===== src/rtl/muldiv_unit.sv =====
// Iterative multiply/divide unit with architectural HI/LO registers.
// Define MULDIV_EARLY_OUT_EN to end a multiply once no multiplier bits remain set.
module muldiv_unit #(
  parameter int WIDTH = 32
) (
  input  logic             clk_i,
  input  logic             reset_i,
  input  logic             start_i,
  input  logic [2:0]       op_i,
  input  logic [WIDTH-1:0] src_a_i,
  input  logic [WIDTH-1:0] src_b_i,
  input  logic             abort_i,
  output logic             busy_o,
  output logic             done_o,
  output logic [WIDTH-1:0] hi_o,
  output logic [WIDTH-1:0] lo_o
);
  localparam logic [1:0] S_IDLE = 2'd0, S_MUL = 2'd1, S_DIV = 2'd2, S_FIX = 2'd3;
  localparam int CW = $clog2(WIDTH + 1);

  logic [1:0]         state_q, state_d;
  logic [2*WIDTH-1:0] acc_q, acc_d, opb_q, opb_d;
  logic [WIDTH-1:0]   mpl_q, mpl_d, hi_q, hi_d, lo_q, lo_d;
  logic [CW-1:0]      cnt_q, cnt_d;
  logic               isdiv_q, isdiv_d, dz_q, dz_d, sgn_q, sgn_d, sgna_q, sgna_d;
  logic               done_q, done_d;

  logic               sop, a_neg, b_neg, mul_last, div_last, ge;
  logic [WIDTH-1:0]   mag_a, mag_b, dif, q_fix, r_fix;
  logic [WIDTH:0]     rem_sh;
  logic [2*WIDTH-1:0] mul_acc, div_acc, p_fix;

  assign sop   = (op_i == 3'd0) || (op_i == 3'd2);
  assign a_neg = sop & src_a_i[WIDTH-1];
  assign b_neg = sop & src_b_i[WIDTH-1];
  assign mag_a = a_neg ? -src_a_i : src_a_i;
  assign mag_b = b_neg ? -src_b_i : src_b_i;

  // Multiply: multiplicand walks left, multiplier walks right.
  assign mul_acc = acc_q + (mpl_q[0] ? opb_q : '0);
`ifdef MULDIV_EARLY_OUT_EN
  assign mul_last = (mpl_q >> 1) == '0;
`else
  assign mul_last = cnt_q == CW'(WIDTH - 1);
`endif
  assign div_last = cnt_q == CW'(WIDTH - 1);

  // Restoring divide: acc = {remainder, dividend/quotient}.
  assign rem_sh  = acc_q[2*WIDTH-1:WIDTH-1];
  assign ge      = rem_sh >= {1'b0, opb_q[WIDTH-1:0]};
  assign dif     = rem_sh[WIDTH-1:0] - opb_q[WIDTH-1:0];
  assign div_acc = ge ? {dif, acc_q[WIDTH-2:0], 1'b1} : {acc_q[2*WIDTH-2:0], 1'b0};

  assign p_fix = sgn_q ? -acc_q : acc_q;
  assign q_fix = sgn_q ? -acc_q[WIDTH-1:0] : acc_q[WIDTH-1:0];
  assign r_fix = sgna_q ? -acc_q[2*WIDTH-1:WIDTH] : acc_q[2*WIDTH-1:WIDTH];

  always_comb begin
    state_d = state_q; acc_d = acc_q; opb_d = opb_q; mpl_d = mpl_q; cnt_d = cnt_q;
    isdiv_d = isdiv_q; dz_d = dz_q; sgn_d = sgn_q; sgna_d = sgna_q;
    hi_d = hi_q; lo_d = lo_q; done_d = 1'b0;
    case (state_q)
      S_IDLE: if (start_i && !abort_i) begin
        if (op_i < 3'd4) begin
          state_d = op_i[1] ? S_DIV : S_MUL;
          isdiv_d = op_i[1];
          acc_d   = op_i[1] ? {{WIDTH{1'b0}}, mag_a} : '0;
          opb_d   = {{WIDTH{1'b0}}, op_i[1] ? mag_b : mag_a};
          mpl_d   = mag_b;
          cnt_d   = '0;
          dz_d    = op_i[1] && (src_b_i == '0);
          sgn_d   = a_neg ^ b_neg;
          sgna_d  = a_neg;
        end else if (op_i == 3'd4) hi_d = src_a_i;
        else if (op_i == 3'd5)     lo_d = src_a_i;
      end
      S_MUL: begin
        acc_d = mul_acc;
        opb_d = opb_q << 1;
        mpl_d = mpl_q >> 1;
        cnt_d = cnt_q + CW'(1);
        if (mul_last) state_d = S_FIX;
      end
      S_DIV: begin
        acc_d = div_acc;
        cnt_d = cnt_q + CW'(1);
        if (div_last) state_d = S_FIX;
      end
      default: begin
        if (isdiv_q) begin
          hi_d = r_fix;
          lo_d = dz_q ? '1 : q_fix;
        end else begin
          hi_d = p_fix[2*WIDTH-1:WIDTH];
          lo_d = p_fix[WIDTH-1:0];
        end
        done_d  = 1'b1;
        state_d = S_IDLE;
      end
    endcase
    // A flush cancels any in-flight op, including its commit.
    if (abort_i && state_q != S_IDLE) begin
      state_d = S_IDLE; hi_d = hi_q; lo_d = lo_q; done_d = 1'b0;
    end
  end

  always_ff @(posedge clk_i or posedge reset_i) begin
    if (reset_i) begin
      state_q <= S_IDLE; acc_q <= '0; opb_q <= '0; mpl_q <= '0; cnt_q <= '0;
      isdiv_q <= 1'b0; dz_q <= 1'b0; sgn_q <= 1'b0; sgna_q <= 1'b0;
      hi_q <= '0; lo_q <= '0; done_q <= 1'b0;
    end else begin
      state_q <= state_d; acc_q <= acc_d; opb_q <= opb_d; mpl_q <= mpl_d; cnt_q <= cnt_d;
      isdiv_q <= isdiv_d; dz_q <= dz_d; sgn_q <= sgn_d; sgna_q <= sgna_d;
      hi_q <= hi_d; lo_q <= lo_d; done_q <= done_d;
    end
  end

  assign busy_o = state_q != S_IDLE;
  assign done_o = done_q;
  assign hi_o   = hi_q;
  assign lo_o   = lo_q;
endmodule

===== config.mk =====
export PLATFORM = sky130hd
export DESIGN_NAME = muldiv_unit
export DESIGN_NICKNAME = d
export VERILOG_FILES = /design/src/rtl/muldiv_unit.sv
export SDC_FILE = /design/constraint.sdc
export NUM_CORES = 1
export LEC_CHECK = 0
export ABC_AREA = 1
export ABC_CLOCK_PERIOD_IN_PS = 10200
export CAP_MARGIN = 0
export CORE_MARGIN = 2
export CORE_UTILIZATION = 45
export DETAILED_ROUTE_END_ITERATION = 10
export HOLD_SLACK_MARGIN = 0.05
export PLACE_DENSITY = 0.64
export RECOVER_POWER = 100
export SYNTH_ARGS = -nofsm -noshare
export SYNTH_HDL_FRONTEND = slang
export SYNTH_SLANG_ARGS = --single-unit

===== constraint.sdc =====
create_clock -name clk_i -period 10.2 [get_ports clk_i]
set_input_delay 2.04 -clock clk_i [delete_from_list [all_inputs] [get_ports clk_i]]
set_output_delay 2.04 -clock clk_i [all_outputs]
set_load 0.1 [all_outputs]

* Word level (Yosys, flattened, before mapping) *
Index checks and enable logic that the tools add are counted.

operators by class
  add/subtract/negate cells = 8
  $lt $le $gt $ge = 2
  equality and inequality tests = 15
  multiplexer cells = 41
  bitwise logic cells = 5
  reduce and logical (&&, ||, !) cells = 21

operators by type and width
  operator                                                          number
  32-bit 2-to-1 mux                                                 18
  64-bit 2-to-1 mux                                                 7
  32-bit case mux with 2 select lines                               3
  64-bit case mux with 3 select lines                               1
  32-bit negation                                                   4
  64-bit case mux with 2 select lines                               1
  64-bit adder                                                      1
  64-bit negation                                                   1
  33-bit by 32-bit >= comparator with 1-bit output                  1
  32-bit zero test                                                  1
  32-bit subtractor                                                 1
  3-bit AND reduction                                               5
  6-bit 2-to-1 mux                                                  2
  2-bit != test (second input constant)                             6
  6-bit case mux with 2 select lines                                1
  2-bit 2-to-1 mux                                                  5
  6-bit by 1-bit adder with 6-bit output (second input constant)    1
  3-bit == test (second input constant)                             2
  6-bit by 5-bit == test with 1-bit output (second input constant)  1
  3-bit != test (second input constant)                             2
  6-bit AND reduction                                               1
  2-bit nonzero test                                                3
  5-bit AND reduction                                               1
  2-bit case mux with 2 select lines                                1
  17 further kinds                                                  22

word-level totals
  flip-flop bits (word level) = 237
  input bits = 71
  output and inout bits = 66
  word-level logic and storage cells = 104

* Depth between registers and ports, before layout *
  depth after elaboration = 8
  depth in mapped cells = 22
  gate-level depth less buffers = 20

* Least setup slack after synthesis *
Ideal clock, no wire load.

  path kind = register -> output
  from = reg state_q[0]
  to = out busy_o
  data arrival time = 1626 ps
  required time = 8160 ps
  setup slack = 6534 ps
  stages on the path, launching flop included = 7
  buffers on the path = 3
  path through = dfrtp_1 -> inv_1 -> ha_1 -> buf_2 -> inv_2 -> clkbuf_1 -> buf_2

on the way
  cells in the longest elaborated chain, start to end = 1

RTL lines
  element                 line  source
  start, declared         21    logic [1:0] state_q, state_d;
  start signal, assigned  109   state_q <= S_IDLE; acc_q <= '0; opb_q <= '0; mpl_q <= '0; cnt_q <= '0;
  start signal, assigned  113   state_q <= state_d; acc_q <= acc_d; opb_q <= opb_d; mpl_q <= mpl_d; cnt_q <= cnt_d;
  2-bit nonzero test      119   assign busy_o = state_q != S_IDLE;
  end, declared           13    output logic busy_o,

Every way passes these cells.

* Final worst setup path *
  from = in abort_i
  to = reg acc_q[12]

on the way
  cells in the longest elaborated chain, start to end = 4

RTL lines
  element                               line  source
  start, declared                       12    input logic abort_i,
  1-bit zero test                       63    S_IDLE: if (start_i && !abort_i) begin
  1-bit logical AND                     63
  2-bit != test (no source line)        -
  3-bit AND reduction (no source line)  -
  end signal, assigned                  109
  end signal, assigned                  113
  end, declared                         22    logic [2*WIDTH-1:0] acc_q, acc_d, opb_q, opb_d;

Every way passes these cells.
A chain may end at the register's enable or synchronous reset.

==> flow_summary.ini <==
[clock_tree]
cts_setup_buffers = 0
cts-resized-gates = 0
root_buffer = clkbuf_16
clock_latency_ns = 0.58
cts_tree = yes
cts_hold_buf = 0
clk_path_buf_depth = 3
cts.reportedPaths.clkPinSlew_ns = 0.07
clkSinkCount = 237
numCtsBuffers = 28
cts_htree_levels = 1

[die]
row_count = 86
io_pins = 137
core-area_mm2 = 0.0553
initial_core_util_pct = 45.6
die_h_um = 241
die_area_mm2 = 0.0580
die_w_um = 241

[logic_synthesis]
yosysMostFrequentCell = nand2_1
seq_area_frac_synth_pct = 23.5
yosysWarnings = 0
synth_common_cells = 1549 x nand2_1, 816 x inv_1, 444 x nor2_1
syn_avg_cell_area_um2 = 5.61
synthCells = 4502
synth_nets = 4679
synth-seq-cells = 237
synth_area_leaders = dfrtp_1 23%, nand2_1 23%, inv_1 12%
syn_area_mm2 = 0.0252
synthFlopType = dfrtp_1
yosysTopAreaCellShare_pct = 23.5
synthArstFlopShare_pct = 100
yosys.area.top_type = dfrtp_1
synth_cell_types = 53
synth_edf_count = 0

[sta]
setup_violations = 0
max_freq_mhz = 139
post-route-period-util_pct = 70.3
tightest_slew_ns = 3.87
rsz0062_at_grt = no
drv_slew = 466
setup_tns_ns = 0
finClkSkew_ns = 0.0289
hold_viol_final = 0
fin_crit_ns = 7.17
layout_setup_ws_ns = 3.03
slew-limit-headroom_pct = -159

[final_layout]
nFillCells = 6180
nets = 4736
drive_gt1_share_pct = 3.02
syn_to_final_growth_pct = 11.1

[global_routing]
grt-ovfl-total = 0
grt_max_degree = 76
grt_pass1_vias = 26200
grt_pass1_wl_mm = 171
antenna_found_initial = 6
grtUsageTotal_pct = 40.3

[power_and_ir_drop]
worst_ir_drop_vdd_uv = 317
total_power_mw = 8.67
power_leakage_nw = 15.8
p_per_area_mw_per_mm2 = 309

[critical_path]
r2r.worst_path.cells = 10
startpoint_type = input port
r2r-start = state_q[1]
cp.arrival_ns = 7.49
path_max_fanout = 53
regToRegSetupSlack_ns = 3.86
cp.required_ns = 10.52
timing.rr.end = acc_q[12]
crit_type = input port to flop
end_kind = flop

[min_path]
hp-start = mpl_q[16]
min_to = mpl_q[16]
min_path_cells = 2
hp-class = flop to flop

[placement]
port-buffer-count = 136
dp_slack_ns = 5.07
gp_congestion = 1.04
dp_hpwl_mm = 96.2

[route]
vias_per_cell = 5.53
drc = 0
via_count = 29500
wl_per_cell_um = 22.3
drt_iter0_drc = 3647
drt-pass1-iter-count = 6
antenna_left = 0
finalWirelength_mm = 119

[run_status]
violations = max-capacitance violations, max-slew violations
status = finished, violations left

[job]
maxCapViolCount = 10
[layer usage]
layer / track usage (%) / routed length (µm) / share of wire [%]
met1: 56.9 / 51200 / 43
met2: 58.0 / 48900 / 41
met3: 10.6 / 13000 / 11
met4: 16.9 / 5860 / 4.9
met5: 0 / 24 / 0.020
[power breakdown]
part	switching, mW	total, mW	internal (mW)
Combinational	4.52	5.99	1.47
Sequential	0.345	1.65	1.30
Clock	0.444	1.03	0.588
Total	5.31	8.67	3.36
[cell usage in the layout, fill, tap and decap left out, types with 5 or more instances in the layout]
cell,count
nand3b_1,16
a21oi_1,258
or2_2,5
nor2_4,9
nand3_1,362
nand4_1,39
dlygate4sd3_1,70
buf_4,20
ha_1,102
nor3b_1,5
o22ai_1,53
clkbuf_16,29
nand2_2,14
clkinv_2,7
clkbuf_1,10
o21bai_1,8
nand3_2,12
xnor2_1,15
dfrtp_1,236
o21ai_0,202
inv_1,815
a22oi_1,11
inv_2,13
nor3_1,51
o31ai_1,7
a31oi_1,28
nand2_1,1549
nor2_2,9
nor2_1,445
xor2_1,48
clkdlybuf4s50_1,66
o211ai_1,11
o21ai_1,8
[per-stage QoR]
stage | hold slack (ns) | instance area, µm² | utilization (%) | instances
3_3_place_gp | 0.458 | 27200 | 49.1 | 5277
4_1_cts | 0.485 | 28100 | 50.8 | 5325
6_report | 0.479 | 28000 | 50.7 | 5328
5_1_grt | 0.505 | 28000 | 50.7 | 5325
2_1_floorplan | 0.444 | 25200 | - | 4502
3_5_place_dp | 0.469 | 27200 | 49.1 | 5277
[flip-flops by register name (all words and copies together) (netlist names)]
register / count
dz_q: 1
mpl_q: 32
acc_q: 64
state_q: 2
lo_o: 32
hi_o: 32
cnt_q: 6
opb_q: 64
isdiv_q: 1
sgn_q: 1
sgna_q: 1
done_o: 1
[cells by family after synthesis]
logic type / Yosys count / synth area share, %
and+or+nand+nor: 2527 / 41.3
buffers and inverters: 968 / 14.8
AOI/OAI and AO/OA: 601 / 12.9
DFF: 237 / 23.5
adders and majority gates: 106 / 5.31
xor gates and xnor gates: 63 / 2.19
[worst max-delay path, stage by stage]
cell	delay, ns
dlygate4sd3_1	0.53
inv_1	0.07
nand2_1	0.07
nand2_1	0.11
o21ai_0	0.25
nor2_4	0.14
clkbuf_1	1.92
clkinv_1	0.25
clkbuf_1	1.20
a21oi_1	0.72
a22oi_1	0.14
[worst max-delay path by stage]
stage          startpoint         to  slack (ns)  cells after the start
5_1_grt           op_i[1]   lo_o[17]        2.74                      9
3_5_place_dp      op_i[1]   lo_o[17]        5.07                      9
2_1_floorplan     reset_i   acc_q[0]        1.66                      1
3_3_place_gp      op_i[1]   lo_o[30]        5.11                      9
4_1_cts        state_q[0]     busy_o        5.42                      4
6_report          abort_i  acc_q[12]        3.03                     11
[cell type report]
cell class | instances | area [µm²] | area share [%]
repair buffers | 163 | 1540 | 5.48
inverters | 832 | 3130 | 11.1
well taps | 748 | 936 | 3.34
diodes | 3 | 7.51 | 0.0268
flip-flops and latches | 237 | 5930 | 21.2
clock inverters | 13 | 131 | 0.468
multi-input cells | 3297 | 15600 | 55.6
clock buffers | 35 | 778 | 2.78
No activity file was read; power rests on OpenSTA's default activity.
